**config.mk**
```make
export PLATFORM = sky130hd
export DESIGN_NAME = mult_div_unit_flat
export DESIGN_NICKNAME = d
export VERILOG_FILES = /design/src/rtl/mult_div_unit_if.sv /design/src/rtl/mult_div_unit.sv /design/src/flat_wrapper.sv
export SDC_FILE = /design/constraint.sdc
export NUM_CORES = 1
export LEC_CHECK = 0
export ABC_AREA = 1
export CORE_MARGIN = 2
export CORE_UTILIZATION = 33
export DETAILED_ROUTE_END_ITERATION = 8
export PLACE_DENSITY = 0.63
export SLEW_MARGIN = 20
export SYNTH_ARGS = -nofsm -noshare
export SYNTH_HDL_FRONTEND = slang
export SYNTH_SLANG_ARGS = --single-unit
```
**constraint.sdc**
```tcl
create_clock -name clk -period 2.5 [get_ports clk]
set_input_delay 0.5 -clock clk [delete_from_list [all_inputs] [get_ports clk]]
set_output_delay 0.5 -clock clk [all_outputs]
set_load 0.02 [all_outputs]
```
**src/rtl/mult_div_unit_if.sv**
```systemverilog
// Issue/result bundle between the execute stage and the multiply/divide unit.
// start is taken on a rising edge only while busy is low; done pulses for one cycle when hi/lo hold the new result.
interface mult_div_unit_if #(
  parameter int WIDTH = 32
);
  logic             start;
  logic [2:0]       op;
  logic [WIDTH-1:0] rs_data;
  logic [WIDTH-1:0] rt_data;
  logic             busy;
  logic             done;
  logic             div_by_zero;
  logic [WIDTH-1:0] hi;
  logic [WIDTH-1:0] lo;

  modport master (
    output start, op, rs_data, rt_data,
    input  busy, done, div_by_zero, hi, lo
  );

  modport slave (
    input  start, op, rs_data, rt_data,
    output busy, done, div_by_zero, hi, lo
  );
endinterface

```
**src/rtl/mult_div_unit.sv**
```systemverilog
// Iterative signed/unsigned multiply and divide owning the HI/LO registers.
// One product or quotient bit per CALC cycle, sign fix-up and HI/LO write in FIX.
module mult_div_unit #(
  parameter int WIDTH = 32
) (
  input  logic           clk,
  input  logic           rst_n,
  mult_div_unit_if.slave bus,
  output logic [1:0]     fsm_state
);

  localparam int CW = $clog2(WIDTH);
  localparam logic [CW-1:0] LAST = CW'(WIDTH - 1);

  localparam logic [2:0] OP_MTHI = 3'b100;
  localparam logic [2:0] OP_MTLO = 3'b101;

  typedef enum logic [1:0] {
    S_IDLE = 2'd0,
    S_CALC = 2'd1,
    S_FIX  = 2'd2
  } state_t;

  state_t state, state_nxt;

  logic [CW-1:0]      cnt;
  logic [2*WIDTH-1:0] acc;
  logic [WIDTH-1:0]   opnd;
  logic               is_div;
  logic               neg_main;
  logic               neg_rem;
  logic               zero_div;
  logic [WIDTH-1:0]   hi_q, lo_q;
  logic               done_q, dbz_q;

  logic load, step, commit, wr_hi, wr_lo;
  logic arith_op;

  assign arith_op = ~bus.op[2];

  // State register
  always_ff @(posedge clk or negedge rst_n) begin
    if (!rst_n) state <= S_IDLE;
    else        state <= state_nxt;
  end

  // Next-state logic
  always_comb begin
    state_nxt = state;
    case (state)
      S_IDLE:  if (bus.start && arith_op) state_nxt = S_CALC;
      S_CALC:  if (cnt == LAST) state_nxt = S_FIX;
      S_FIX:   state_nxt = S_IDLE;
      default: state_nxt = S_IDLE;
    endcase
  end

  // Control strobes; start outside IDLE never reaches the datapath
  always_comb begin
    load   = 1'b0;
    step   = 1'b0;
    commit = 1'b0;
    wr_hi  = 1'b0;
    wr_lo  = 1'b0;
    case (state)
      S_IDLE: begin
        if (bus.start) begin
          load  = arith_op;
          wr_hi = (bus.op == OP_MTHI);
          wr_lo = (bus.op == OP_MTLO);
        end
      end
      S_CALC:  step   = 1'b1;
      S_FIX:   commit = 1'b1;
      default: ;
    endcase
  end

  // Operand capture: magnitudes for the signed ops; a zero divisor keeps the raw dividend
  logic             rs_neg, rt_neg, div_zero_in;
  logic [WIDTH-1:0] rs_mag, rt_mag;

  always_comb begin
    rs_neg      = ~bus.op[0] & bus.rs_data[WIDTH-1];
    rt_neg      = ~bus.op[0] & bus.rt_data[WIDTH-1];
    div_zero_in = bus.op[1] & (bus.rt_data == '0);
    rs_mag      = (rs_neg && !div_zero_in) ? -bus.rs_data : bus.rs_data;
    rt_mag      = rt_neg ? -bus.rt_data : bus.rt_data;
  end

  // One iteration: shift-add for multiply, restoring subtract for divide
  logic [WIDTH-1:0]   acc_hi, acc_lo;
  logic [WIDTH:0]     mul_sum;
  logic [WIDTH:0]     div_part, div_diff;
  logic               div_ge;
  logic [2*WIDTH-1:0] mul_next, div_next;

  always_comb begin
    acc_hi   = acc[2*WIDTH-1:WIDTH];
    acc_lo   = acc[WIDTH-1:0];
    mul_sum  = {1'b0, acc_hi} + {1'b0, (acc[0] ? opnd : {WIDTH{1'b0}})};
    mul_next = {mul_sum, acc_lo[WIDTH-1:1]};
    div_part = {acc_hi, acc_lo[WIDTH-1]};
    div_ge   = (div_part >= {1'b0, opnd});
    div_diff = div_part - {1'b0, opnd};
    div_next = div_ge ? {div_diff[WIDTH-1:0], acc_lo[WIDTH-2:0], 1'b1}
                      : {div_part[WIDTH-1:0], acc_lo[WIDTH-2:0], 1'b0};
  end

  // Sign fix-up applied in FIX
  logic [2*WIDTH-1:0] prod_res;
  logic [WIDTH-1:0]   quo_res, rem_res, res_hi, res_lo;

  always_comb begin
    prod_res = neg_main ? -acc : acc;
    quo_res  = neg_main ? -acc_lo : acc_lo;
    rem_res  = neg_rem  ? -acc_hi : acc_hi;
    res_hi   = is_div ? rem_res : prod_res[2*WIDTH-1:WIDTH];
    res_lo   = is_div ? quo_res : prod_res[WIDTH-1:0];
  end

  always_ff @(posedge clk or negedge rst_n) begin
    if (!rst_n) begin
      cnt      <= '0;
      acc      <= '0;
      opnd     <= '0;
      is_div   <= 1'b0;
      neg_main <= 1'b0;
      neg_rem  <= 1'b0;
      zero_div <= 1'b0;
      hi_q     <= '0;
      lo_q     <= '0;
      done_q   <= 1'b0;
      dbz_q    <= 1'b0;
    end else begin
      done_q <= commit;
      dbz_q  <= commit & zero_div;
      if (load) begin
        cnt      <= '0;
        acc      <= {{WIDTH{1'b0}}, rs_mag};
        opnd     <= rt_mag;
        is_div   <= bus.op[1];
        neg_main <= (rs_neg ^ rt_neg) & ~div_zero_in;
        neg_rem  <= rs_neg & bus.op[1] & ~div_zero_in;
        zero_div <= div_zero_in;
      end else if (step) begin
        cnt <= cnt + 1'b1;
        acc <= is_div ? div_next : mul_next;
      end
      if (commit) begin
        hi_q <= res_hi;
        lo_q <= res_lo;
      end
      if (wr_hi) hi_q <= bus.rs_data;
      if (wr_lo) lo_q <= bus.rs_data;
    end
  end

  assign bus.busy        = (state != S_IDLE);
  assign bus.done        = done_q;
  assign bus.div_by_zero = dbz_q;
  assign bus.hi          = hi_q;
  assign bus.lo          = lo_q;
  assign fsm_state       = state;

endmodule
```
**src/flat_wrapper.sv**
```systemverilog
// flat-port wrapper written by rule: the top's interface ports become plain ports
module mult_div_unit_flat 
#(
  parameter int WIDTH = 32
)
  (clk, rst_n, fsm_state, bus_start, bus_op, bus_rs_data, bus_rt_data, bus_busy, bus_done, bus_div_by_zero, bus_hi, bus_lo);
  mult_div_unit_if #(.WIDTH(WIDTH)) bus_i ();
  input  logic clk;
  input  logic rst_n;
  output logic [1:0] fsm_state;
  input wire logic [$bits(bus_i.start)-1:0] bus_start;
  input wire logic [$bits(bus_i.op)-1:0] bus_op;
  input wire logic [$bits(bus_i.rs_data)-1:0] bus_rs_data;
  input wire logic [$bits(bus_i.rt_data)-1:0] bus_rt_data;
  output wire logic [$bits(bus_i.busy)-1:0] bus_busy;
  output wire logic [$bits(bus_i.done)-1:0] bus_done;
  output wire logic [$bits(bus_i.div_by_zero)-1:0] bus_div_by_zero;
  output wire logic [$bits(bus_i.hi)-1:0] bus_hi;
  output wire logic [$bits(bus_i.lo)-1:0] bus_lo;
  assign bus_i.start = bus_start;
  assign bus_i.op = bus_op;
  assign bus_i.rs_data = bus_rs_data;
  assign bus_i.rt_data = bus_rt_data;
  assign bus_busy = bus_i.busy;
  assign bus_done = bus_i.done;
  assign bus_div_by_zero = bus_i.div_by_zero;
  assign bus_hi = bus_i.hi;
  assign bus_lo = bus_i.lo;
  mult_div_unit #(.WIDTH(WIDTH)) u_core (.clk(clk), .rst_n(rst_n), .bus(bus_i), .fsm_state(fsm_state));
endmodule
```
# ---- After elaboration in Yosys (flattened, before gate mapping)
# Index checks and enable logic that the tools add are counted.
dict set report classes {
  n_addsub 8
  order_cmp 1
  reduce_logical 10
  n_mux 29
  n_bitwise 11
  n_eq_ne 7
}
# cell n
set ops {}
lappend ops {{$mux 32} 11}
lappend ops {{$mux 64} 5}
lappend ops {{$neg 32->32} 4}
lappend ops {{$neg 64->64} 1}
lappend ops {{$add 32x32->33} 1}
lappend ops {{$ge 33x32->1} 1}
lappend ops {{$logic_not 32->1} 1}
lappend ops {{$sub 32x32->32} 1}
lappend ops {{$mux 5} 2}
lappend ops {{$mux 1} 8}
lappend ops {{$reduce_bool 2->1} 4}
lappend ops {{$and 1x1->1} 7}
lappend ops {{$eq 3x3->1 const B} 2}
lappend ops {{$add 5x1->5 const B} 1}
lappend ops {{$eq 5x5->1 const B} 1}
lappend ops {{$mux 2} 2}
lappend ops {{$ne 2x1->1 const B} 2}
lappend ops {{$pmux 2 s2} 1}
lappend ops {{$not 1->1} 3}
lappend ops {{$eq 2x1->1 const B} 1}
lappend ops {{$eq 2x2->1 const B} 1}
lappend ops {{$logic_and 1x1->1} 2}
lappend ops {{$logic_not 2->1} 1}
lappend ops {{$reduce_and 2->1} 1}
lappend ops {{other kinds (2)} 2}
dict set report word_totals {
  wordCells 78
  output_inout_bits 69
  register_bits 173
  input_bits 70
}

# ---- Logic depth before layout (Yosys ltp)
# Gate-level depths: netlist of run 1.
dict set report depth {
  word_depth 6
  depth_mapped 21
  ltp_nobuf 19
}

# ---- Worst setup path after synthesis of run 1
# Ideal clock, no wire load.
dict set report synth_path {
  path_kind {register to register}
  start {reg u_core.acc[0]}
  end {reg u_core.acc[47]}
  setup_ps 117
  required_time_ps 2383
  path_stages_with_launch 20
  path_slack_ps 22
  synth_period_minus_slack_ps 2478
  arrival_ps 2362
  path_buffers 2
  cell_sequence {dfrtp_1 > buf_2 > clkbuf_1 > nand2_1 > inv_1 > ha_1 > inv_1 > fa_1 > inv_1 > nand3_1 > nand3_1 > nand2_1 > nand2_1 > nand3_1 > nand3_1 > nand2_1 > o21ai_0 > inv_1 > nand3_2 > nand2_1}
}
dict set report synth_via {
  elab_chain_cells 5
}
# item line_no
set synth_rtl {}
lappend synth_rtl {{from (decl)} mult_div_unit.sv:27} ;# logic [2*WIDTH-1:0] acc;
lappend synth_rtl {{from (signal assigned)} mult_div_unit.sv:140} ;# acc <= {{WIDTH{1'b0}}, rs_mag};
lappend synth_rtl {{from (signal assigned)} mult_div_unit.sv:148} ;# acc <= is_div ? div_next : mul_next;
lappend synth_rtl {{$mux 32} mult_div_unit.sv:101} ;# mul_sum = {1'b0, acc_hi} + {1'b0, (acc[0] ? opnd : {WIDTH{1'b0}})};
lappend synth_rtl {{$add 32x32->33} mult_div_unit.sv:101}
lappend synth_rtl {{$mux 64} mult_div_unit.sv:148}
lappend synth_rtl {{$mux 64} mult_div_unit.sv:146} ;# end else if (step) begin
lappend synth_rtl {{$mux 64} mult_div_unit.sv:138} ;# if (load) begin
# Every way passes these cells. The select of a mux whose other input is x is not followed.
# A chain may end at the register's enable or synchronous reset.

# ---- Worst setup path after layout of run 1
dict set report layout_path {
  start {reg u_core.acc[59]}
  end {reg u_core.acc[43]}
}
dict set report layout_via {
  elab_chain_cells 5
}
# item line_no
set layout_rtl {}
lappend layout_rtl {{$ge 33x32->1} mult_div_unit.sv:104} ;# div_ge = (div_part >= {1'b0, opnd});
lappend layout_rtl {{$mux 64} mult_div_unit.sv:106} ;# div_next = div_ge ? {div_diff[WIDTH-1:0], acc_lo[WIDTH-2:0], 1'b1}
lappend layout_rtl {{$mux 64} mult_div_unit.sv:148}
lappend layout_rtl {{$mux 64} mult_div_unit.sv:146}
lappend layout_rtl {{$mux 64} mult_div_unit.sv:138}
# Every way passes these cells. The select of a mux whose other input is x is not followed.

==> results of run 1 <==
==> cells by family after synthesis <==
family,after synthesis,share of synthesized area [%]
AOI/OAI and AO/OA,354,11.2
xor gates and xnor gates,98,4.81
adders and majority gates,72,5.13
buffers and inverters,546,11.8
DFF,173,24.2
and+or+nand+nor,1800,42.7
==> critical path, cell delays in order (launching register included) <==
cell and delay, ps:
sky130_fd_sc_hd__dfrtp_1 470, sky130_fd_sc_hd__ha_2 360, sky130_fd_sc_hd__nand2_1 140, sky130_fd_sc_hd__inv_1 50, sky130_fd_sc_hd__nand2_1 60, sky130_fd_sc_hd__nand2_1 80, sky130_fd_sc_hd__a21oi_2 170, sky130_fd_sc_hd__nand2_2 90
sky130_fd_sc_hd__nor2_4 160, sky130_fd_sc_hd__nand2_8 160, sky130_fd_sc_hd__nor2_4 310, sky130_fd_sc_hd__nand2_1 130, sky130_fd_sc_hd__nand3_2 90, sky130_fd_sc_hd__nand2_1 50
==> stage by stage <==
| stage | area (um^2) | worst slack [ps] | setup TNS [ps] | power, mW | util [%] |
|---|---|---|---|---|---|
| finish | 23700 | 62.5 | 0 | 37.9 | 44.2 |
| global route | 23700 | -55.0 | -502 | 40.9 | 44.2 |
| CTS | 22900 | 0.672 | 0 | 35.2 | 42.6 |
| detailed placement | 22300 | -127 | -2340 | 32.2 | 41.5 |
| global placement | 22300 | -76.4 | -1520 | 32.1 | 41.5 |
| floorplan | 17900 | 21.5 | 0 | 21.3 | - |
==> placed cells by master, fill, tap and decap left out, types with 16 or more instances in the layout <==
cell / instances
sky130_fd_sc_hd__o221ai_1: 31
sky130_fd_sc_hd__buf_4: 323
sky130_fd_sc_hd__ha_4: 27
sky130_fd_sc_hd__clkbuf_16: 17
sky130_fd_sc_hd__nand2_1: 1042
sky130_fd_sc_hd__inv_1: 438
sky130_fd_sc_hd__a21oi_2: 20
sky130_fd_sc_hd__o21ai_0: 156
sky130_fd_sc_hd__dfrtp_1: 157
sky130_fd_sc_hd__nand3_2: 22
sky130_fd_sc_hd__nand2_2: 46
sky130_fd_sc_hd__clkdlybuf4s50_1: 137
sky130_fd_sc_hd__nor2_2: 30
sky130_fd_sc_hd__a21oi_1: 89
sky130_fd_sc_hd__xor2_1: 78
sky130_fd_sc_hd__nand3_1: 239
sky130_fd_sc_hd__ha_1: 29
sky130_fd_sc_hd__nand4_1: 56
sky130_fd_sc_hd__nor2_1: 287
sky130_fd_sc_hd__dfrtp_2: 16
sky130_fd_sc_hd__xnor2_1: 18
sky130_fd_sc_hd__nor3_1: 20
sky130_fd_sc_hd__o21bai_1: 16
==> area by class of cell <==
cell class / count / area share (%)
flip-flops and latches: 173 / 18.3
clock inverters: 12 / 0.638
well taps: 696 / 3.67
multi-input cells: 2325 / 51.3
repair buffers: 472 / 17.0
inverters: 456 / 7.23
clock buffers: 20 / 1.88
==> path summary, 6_finish.rpt <==
kind | start | cells past startpoint | slack, ps | to
worst min register to register | u_core.cnt[3] | 1 | 470 | u_core.cnt[3]
worst max register to register | u_core.acc[59] | 13 | 60 | u_core.acc[43]
worst min-delay path | rst_n | 1 | 20 | u_core.bus.hi[31]
min in group clk | u_core.cnt[3] | 1 | 470 | u_core.cnt[3]
max in group asynchronous | rst_n | 2 | 1780 | u_core.acc[13]
worst max-delay path | u_core.acc[59] | 13 | 60 | u_core.acc[43]
==> power groups by stage <==
stage	Sequential, mW	Combinational, mW	Clock [mW]
2_1_floorplan	5.86	15.5	0
3_3_place_gp	5.65	26.5	0
3_5_place_dp	5.62	26.5	0
4_1_cts	5.60	26.7	2.87
5_1_grt	5.83	32.1	2.98
6_report	5.73	29.3	2.85
==> flip-flops by register name (all words and copies together), names as in the netlist <==
register	cells
u_core.acc	64
u_core.bus.hi	32
u_core.bus.lo	32
u_core.opnd	32
u_core.cnt	5
u_core.fsm_state	2
u_core.bus.div_by_zero	1
u_core.bus.done	1
u_core.is_div	1
u_core.neg_main	1
u_core.neg_rem	1
u_core.zero_div	1
==> routing by layer <==
metal | wire [um] | track usage (%)
met5 | 18 | 0
met4 | 2400 | 8.46
met3 | 6960 | 4.98
met2 | 32200 | 39.5
met1 | 34900 | 38.9
==> timing repair <==
action	in CTS	in global routing
setup buffers	0	9
pin swaps	0	12
gates cloned	0	1
endpoints found under the setup margin	1	55
gates resized for setup	1	172
==> results.py, run 1 <==
metrics = {
    "place": {
        "hpwl_um": 61400,
        "numPlacedInstances": 4112,
        "routabilityCongestion": 1.03,
        "number_of_buffers_inserted_by_port_buffering": 138,
    },
    "final_layout": {
        "area_taken_by_multi_input_logic_gates_um2": 12200,
        "layout.nets": 3587,
        "layoutNonFillerInstCount": 4154,
        "post_route_cells_drive_above_1_share_pct": 17.3,
        "fill_cells": 5591,
        "layout.area.seq_um2": 4350,
        "areaGrowthSynthToFinish_pct": 32.9,
        "antenna_cells_inserted": 0,
    },
    "power_and_ir_drop": {
        "p_per_area_nw_per_um2": 1600,
        "power.share.switching_pct": 54.2,
        "max-vdd-ir-drop_uv": 873,
        "power.clock.fraction_pct": 7.5,
        "flop_pwr_share_pct": 15.1,
        "p_sw_mw": 20.5,
        "share_comb_of_total_power_pct": 77.3,
        "static-leakage-power_nw": 12.1,
        "internal_power_mw": 17.4,
    },
    "clocking": {
        "cts.clk_slew.worst_paths_ps": 80,
        "postCtsHoldBufs": 0,
        "cts-root-to-sink-buffers": 2,
        "ctsHtreeMaxLevel": 4,
        "tritoncts": "built",
        "clkLatencyLatePin_ps": 470,
        "number_of_clock_sinks": 173,
        "cts_inserted_buffers": 17,
        "ctsRootBufferMaster": "sky130_fd_sc_hd__clkbuf_16",
    },
    "synthesis": {
        "syn_area_um2": 17900,
        "yosysSeqAreaShare_pct": 24.2,
        "postSynthCellCount": 3043,
        "async_flop_share_pct": 100,
        "number_of_enable_type_register_cells_in_the_synthesized_netlist": 0,
        "synth_largest_type_area_fraction_pct": 24.2,
        "syn_area_per_cell_um2": 5.87,
        "ys_top_cells_by_area": "sky130_fd_sc_hd__dfrtp_1 24%, sky130_fd_sc_hd__nand2_1 23%, sky130_fd_sc_hd__inv_1 9.3%, sky130_fd_sc_hd__nand3_1 7.0%, sky130_fd_sc_hd__nor2_1 6.5%",
        "number_of_warnings_reported_in_the_yosys_synthesis_log": 0,
        "commonest_cells_post_synth": "1074 x sky130_fd_sc_hd__nand2_1, 444 x sky130_fd_sc_hd__inv_1, 311 x sky130_fd_sc_hd__nor2_1",
        "synthMostInstantiatedCell": "sky130_fd_sc_hd__nand2_1",
        "postSynth.topFlopCell": "sky130_fd_sc_hd__dfrtp_1",
        "synth_fp_nets": 3185,
        "netlist-cell-type-count": 52,
        "synthDominantAreaCellType": "sky130_fd_sc_hd__dfrtp_1",
        "postSynthRegisterBits": 173,
    },
    "timing": {
        "rsz0062_at_grt": "yes",
        "finalHoldViolations": 0,
        "timing_max_transition_violations_final": 0,
        "maximum_clock_frequency_mhz": 410,
        "maxSlewHeadroom_pct": 55.2,
        "finalSetupViolations": 0,
        "finalCriticalPeriod_ps": 2440,
        "max_slew.worst_pin.slew_ps": 665,
        "fin_hold_ws_ps": 24.2,
        "period_share_pct": 97.5,
        "clock-skew-final_ps": 16.5,
    },
    "floorplan": {
        "core.rowCount": 85,
        "fp.dieH_um": 237,
        "die_area_um2": 56000,
        "core_area_um2": 53700,
        "initial_core_util_pct": 33.2,
        "die_x_um": 237,
        "io-pin-count": 139,
    },
    "global_routing": {
        "grt_first_pass_wirelength_um": 115000,
        "pin_count_of_the_biggest_net_entering_global_routing": 58,
        "grt_pass1_vias": 19600,
        "grt_overflow": 0,
        "grt_use_total_pct": 26.7,
        "antenna_found_initial": 1,
    },
    "hold_path": {
        "hold_path_class": "primary input to asynchronous set/reset pin",
    },
    "drt": {
        "route.final.wire_length_um": 76500,
        "viasPerCell": 5.13,
        "detail_route.drc_violations": 0,
        "post_drt_wl_per_cell_um": 18.4,
        "drt-initial-drc-count": 2222,
        "routed-via-count": 21300,
        "detail_route_antenna_nets": 0,
        "drt_pre_antenna_iters": 5,
    },
    "run_status": {
        "outcome": "finished clean",
    },
    "worst_setup_path": {
        "cp.arrival_ps": 2790,
        "worst_setup_ep_type": "flip-flop",
        "highest_fanout_seen_on_the_critical_path": 10,
        "critical_path_class": "flip-flop to flip-flop",
        "critical_path_required_ps": 2860,
        "type_of_origin_of_the_critical_path": "flip-flop",
    },
    "job": {
        "max_capacitance_violation_count": 0,
    },
}
Note: power is estimated with default switching activity, not from simulation.
==> inputs of run 2 (changes only) <==
Settings changed: CORE_UTILIZATION 33 to 50, PLACE_DENSITY 0.63 to 0.84.
==> run 2 against run 1 <==
The run now ends with negative setup slack left; utilization grew 22 points; global-route usage grew 13 points; sequential share of layout area grew 0.24 points; combinational power grew 2%; via count grew 4.6%; final area shrank 1.2%; critical endpoint is now u_core.acc[37]; largest power group unchanged.
==> results.py, run 2 (synthesis gave the netlist of run 1 again) <==
metrics = {
    "run_status": {
        "outcome": "finished with violations",
        "violations": "negative setup slack",
    },
    "drt": {
        "detail_route.drc_violations": 0,
        "routed-via-count": 22300,
        "detail_route_antenna_nets": 0,
        "post_drt_wl_per_cell_um": 19.4,
        "viasPerCell": 5.71,
        "route.final.wire_length_um": 75700,
        "drt_pre_antenna_iters": 9,
        "drt-initial-drc-count": 3171,
    },
    "power_and_ir_drop": {
        "share_comb_of_total_power_pct": 77.4,
        "power.share.switching_pct": 54.9,
        "p_per_area_nw_per_um2": 1650,
        "design_power_total_mw": 38.7,
        "flop_pwr_share_pct": 15.4,
        "internal_power_mw": 17.4,
        "max-vdd-ir-drop_uv": 1060,
        "power.clock.fraction_pct": 7.2,
        "p_sw_mw": 21.3,
        "static-leakage-power_nw": 12.0,
    },
    "global_routing": {
        "grt_overflow": 0,
        "grt_first_pass_wirelength_um": 112000,
        "pin_count_of_the_biggest_net_entering_global_routing": 60,
        "grt_use_total_pct": 39.5,
        "grt_pass1_vias": 19700,
        "antenna_found_initial": 2,
    },
    "place": {
        "number_of_buffers_inserted_by_port_buffering": 138,
        "routabilityCongestion": 1.04,
        "dpl_worst_slack_ps": -109,
        "hpwl_um": 59200,
        "numPlacedInstances": 3862,
        "post_dp_cell_area_um2": 21900,
    },
    "timing": {
        "max_slew.worst_pin.slew_ps": 1100,
        "period_share_pct": 103,
        "clock-skew-final_ps": 22.5,
        "layout_setup_ws_ps": -84.2,
        "timing_max_transition_violations_final": 0,
        "maximum_clock_frequency_mhz": 387,
        "fin_hold_ws_ps": 13.3,
        "finalHoldViolations": 0,
        "setup-tns-final_ps": -165,
        "rsz0062_at_grt": "yes",
        "finalSetupViolations": 4,
        "maxSlewHeadroom_pct": 26.9,
        "finalCriticalPeriod_ps": 2580,
    },
    "worst_setup_path": {
        "worst-r2r-setup-slack_ps": -80,
        "cp.arrival_ps": 2960,
        "timing.critical_path.slowest_stage_cell": "sky130_fd_sc_hd__dfrtp_1",
        "cpLargestDelayFamily": "buffers and inverters",
        "crit-reg2reg-launch": "u_core.acc[0]",
        "worst_setup_ep_type": "flip-flop",
        "worstReg2RegEnd": "u_core.acc[37]",
        "max_stage_delay_ps": 470,
        "highest_fanout_seen_on_the_critical_path": 5,
        "critical_path_class": "flip-flop to flip-flop",
        "critical_path_required_ps": 2880,
        "critical_path.cell_chain": "nand2_1 -> inv_1 -> ha_2 -> inv_2 -> fa_2 -> inv_2 -> buf_4 -> nand2_1 -> nand3b_1 -> buf_4 -> buf_4 -> xor2_1 -> o21ai_0 -> inv_1 -> nand3_1 -> nand2_1",
        "type_of_origin_of_the_critical_path": "flip-flop",
        "buffer_and_inverter_count_on_the_worst_path": 7,
        "r2r_cells": 16,
    },
    "job": {
        "max_capacitance_violation_count": 0,
    },
    "final_layout": {
        "largest_register_ffs": 64,
        "mostFrequentLayoutCells": "1040 x sky130_fd_sc_hd__nand2_1, 435 x sky130_fd_sc_hd__inv_1, 310 x sky130_fd_sc_hd__buf_4",
        "largest_reg_by_ff_count": "u_core.acc",
        "layout_commonest_cell": "sky130_fd_sc_hd__nand2_1",
        "layoutNonFillerInstCount": 3907,
        "antenna_cells_inserted": 0,
        "core_occupancy_in_the_finished_layout_pct": 66.2,
        "finish.instance_area_um2": 23400,
        "layout.nets": 3575,
        "areaGrowthSynthToFinish_pct": 31.3,
        "post_route_cells_drive_above_1_share_pct": 17.5,
        "fill_cells": 3206,
    },
    "floorplan": {
        "die_area_um2": 37200,
        "io-pin-count": 139,
        "die_x_um": 193,
        "initial_core_util_pct": 50.4,
        "core.rowCount": 69,
        "core_area_um2": 35400,
        "fp.dieH_um": 193,
    },
    "clocking": {
        "cts_inserted_buffers": 17,
        "cts-root-to-sink-buffers": 2,
        "tritoncts": "built",
        "ctsRootBufferMaster": "sky130_fd_sc_hd__clkbuf_16",
        "cts.clk_slew.worst_paths_ps": 90,
        "clkLatencyLatePin_ps": 460,
        "postCtsHoldBufs": 0,
        "ctsHtreeMaxLevel": 4,
        "number_of_clock_sinks": 173,
    },
    "hold_path": {
        "hold_path_class": "primary input to asynchronous set/reset pin",
    },
}
run 2: cell types whose count changed in the layout (fill, tap and decap cells not counted), moves of 4 or more:
cell                      delta
sky130_fd_sc_hd__a21oi_1     +4
sky130_fd_sc_hd__buf_4      -13
sky130_fd_sc_hd__nor2_4      +5
sky130_fd_sc_hd__a21oi_2     -4
sky130_fd_sc_hd__ha_4        +7
sky130_fd_sc_hd__nor2_1      -8
sky130_fd_sc_hd__ha_2        -4
run 2: power by group through the flow:
stage               Combinational [mW]  Sequential (mW)  Clock (mW)
global placement                  26.2             5.71           0
detailed placement                26.5             5.71           0
floorplan                         15.5             5.86           0
CTS                               26.8             5.69        2.79
finish                            30.0             5.94        2.80
global route                      32.3             5.99        2.90
run 2: routing by layer:
metal  wire length [um]  part of all wire (%)  vias up  track usage [%]
met5                 25                 0.033        -                0
met4               2770                   3.7        4             12.8
met3              11300                    15      192             13.4
met2              30000                    40     1469             53.8
met1              31700                    42    10200             57.9
li1                   -                     -    10400                -
run 2: worst max path at each step:
stage	start	endpoint	slack [ps]	cells past startpoint
detailed placement	bus_rt_data[0]	u_core.acc[30]	-110	16
global placement	bus_rs_data[3]	u_core.acc[15]	-90	11
global route	u_core.acc[0]	u_core.acc[56]	-150	13
CTS	u_core.acc[0]	u_core.acc[55]	0.7	15
finish	u_core.acc[0]	u_core.acc[37]	-80	16
floorplan	u_core.acc[0]	u_core.acc[47]	20	19
run 2: timing repair:
action,CTS,global route
endpoints found under the setup margin,6,51
pin swaps,2,16
resized for setup,11,182
setup buffers,0,12
endpoints found under the hold margin,0,0
cloned,0,1
run 2: cell type report:
cell class	count	area (um^2)	share of cell area, %
clock inverters	15	154	0.657
clock buffers	17	425	1.81
multi-input cells	2325	12300	52.4
well taps	461	577	2.46
inverters	456	1720	7.32
repair buffers	460	3940	16.8
flip-flops and latches	173	4350	18.6
run 2: worst register-to-register path: stages, from the launching register on:
cell                       delay [ps]
sky130_fd_sc_hd__dfrtp_1          470
sky130_fd_sc_hd__nand2_1          110
sky130_fd_sc_hd__inv_1             80
sky130_fd_sc_hd__ha_2             180
sky130_fd_sc_hd__inv_2             40
sky130_fd_sc_hd__fa_2             430
sky130_fd_sc_hd__inv_2             90
sky130_fd_sc_hd__buf_4            100
sky130_fd_sc_hd__nand2_1           50
sky130_fd_sc_hd__nand3b_1         170
sky130_fd_sc_hd__buf_4            140
sky130_fd_sc_hd__buf_4             90
sky130_fd_sc_hd__xor2_1           200
sky130_fd_sc_hd__o21ai_0          100
sky130_fd_sc_hd__inv_1             90
sky130_fd_sc_hd__nand3_1          100
sky130_fd_sc_hd__nand2_1           60
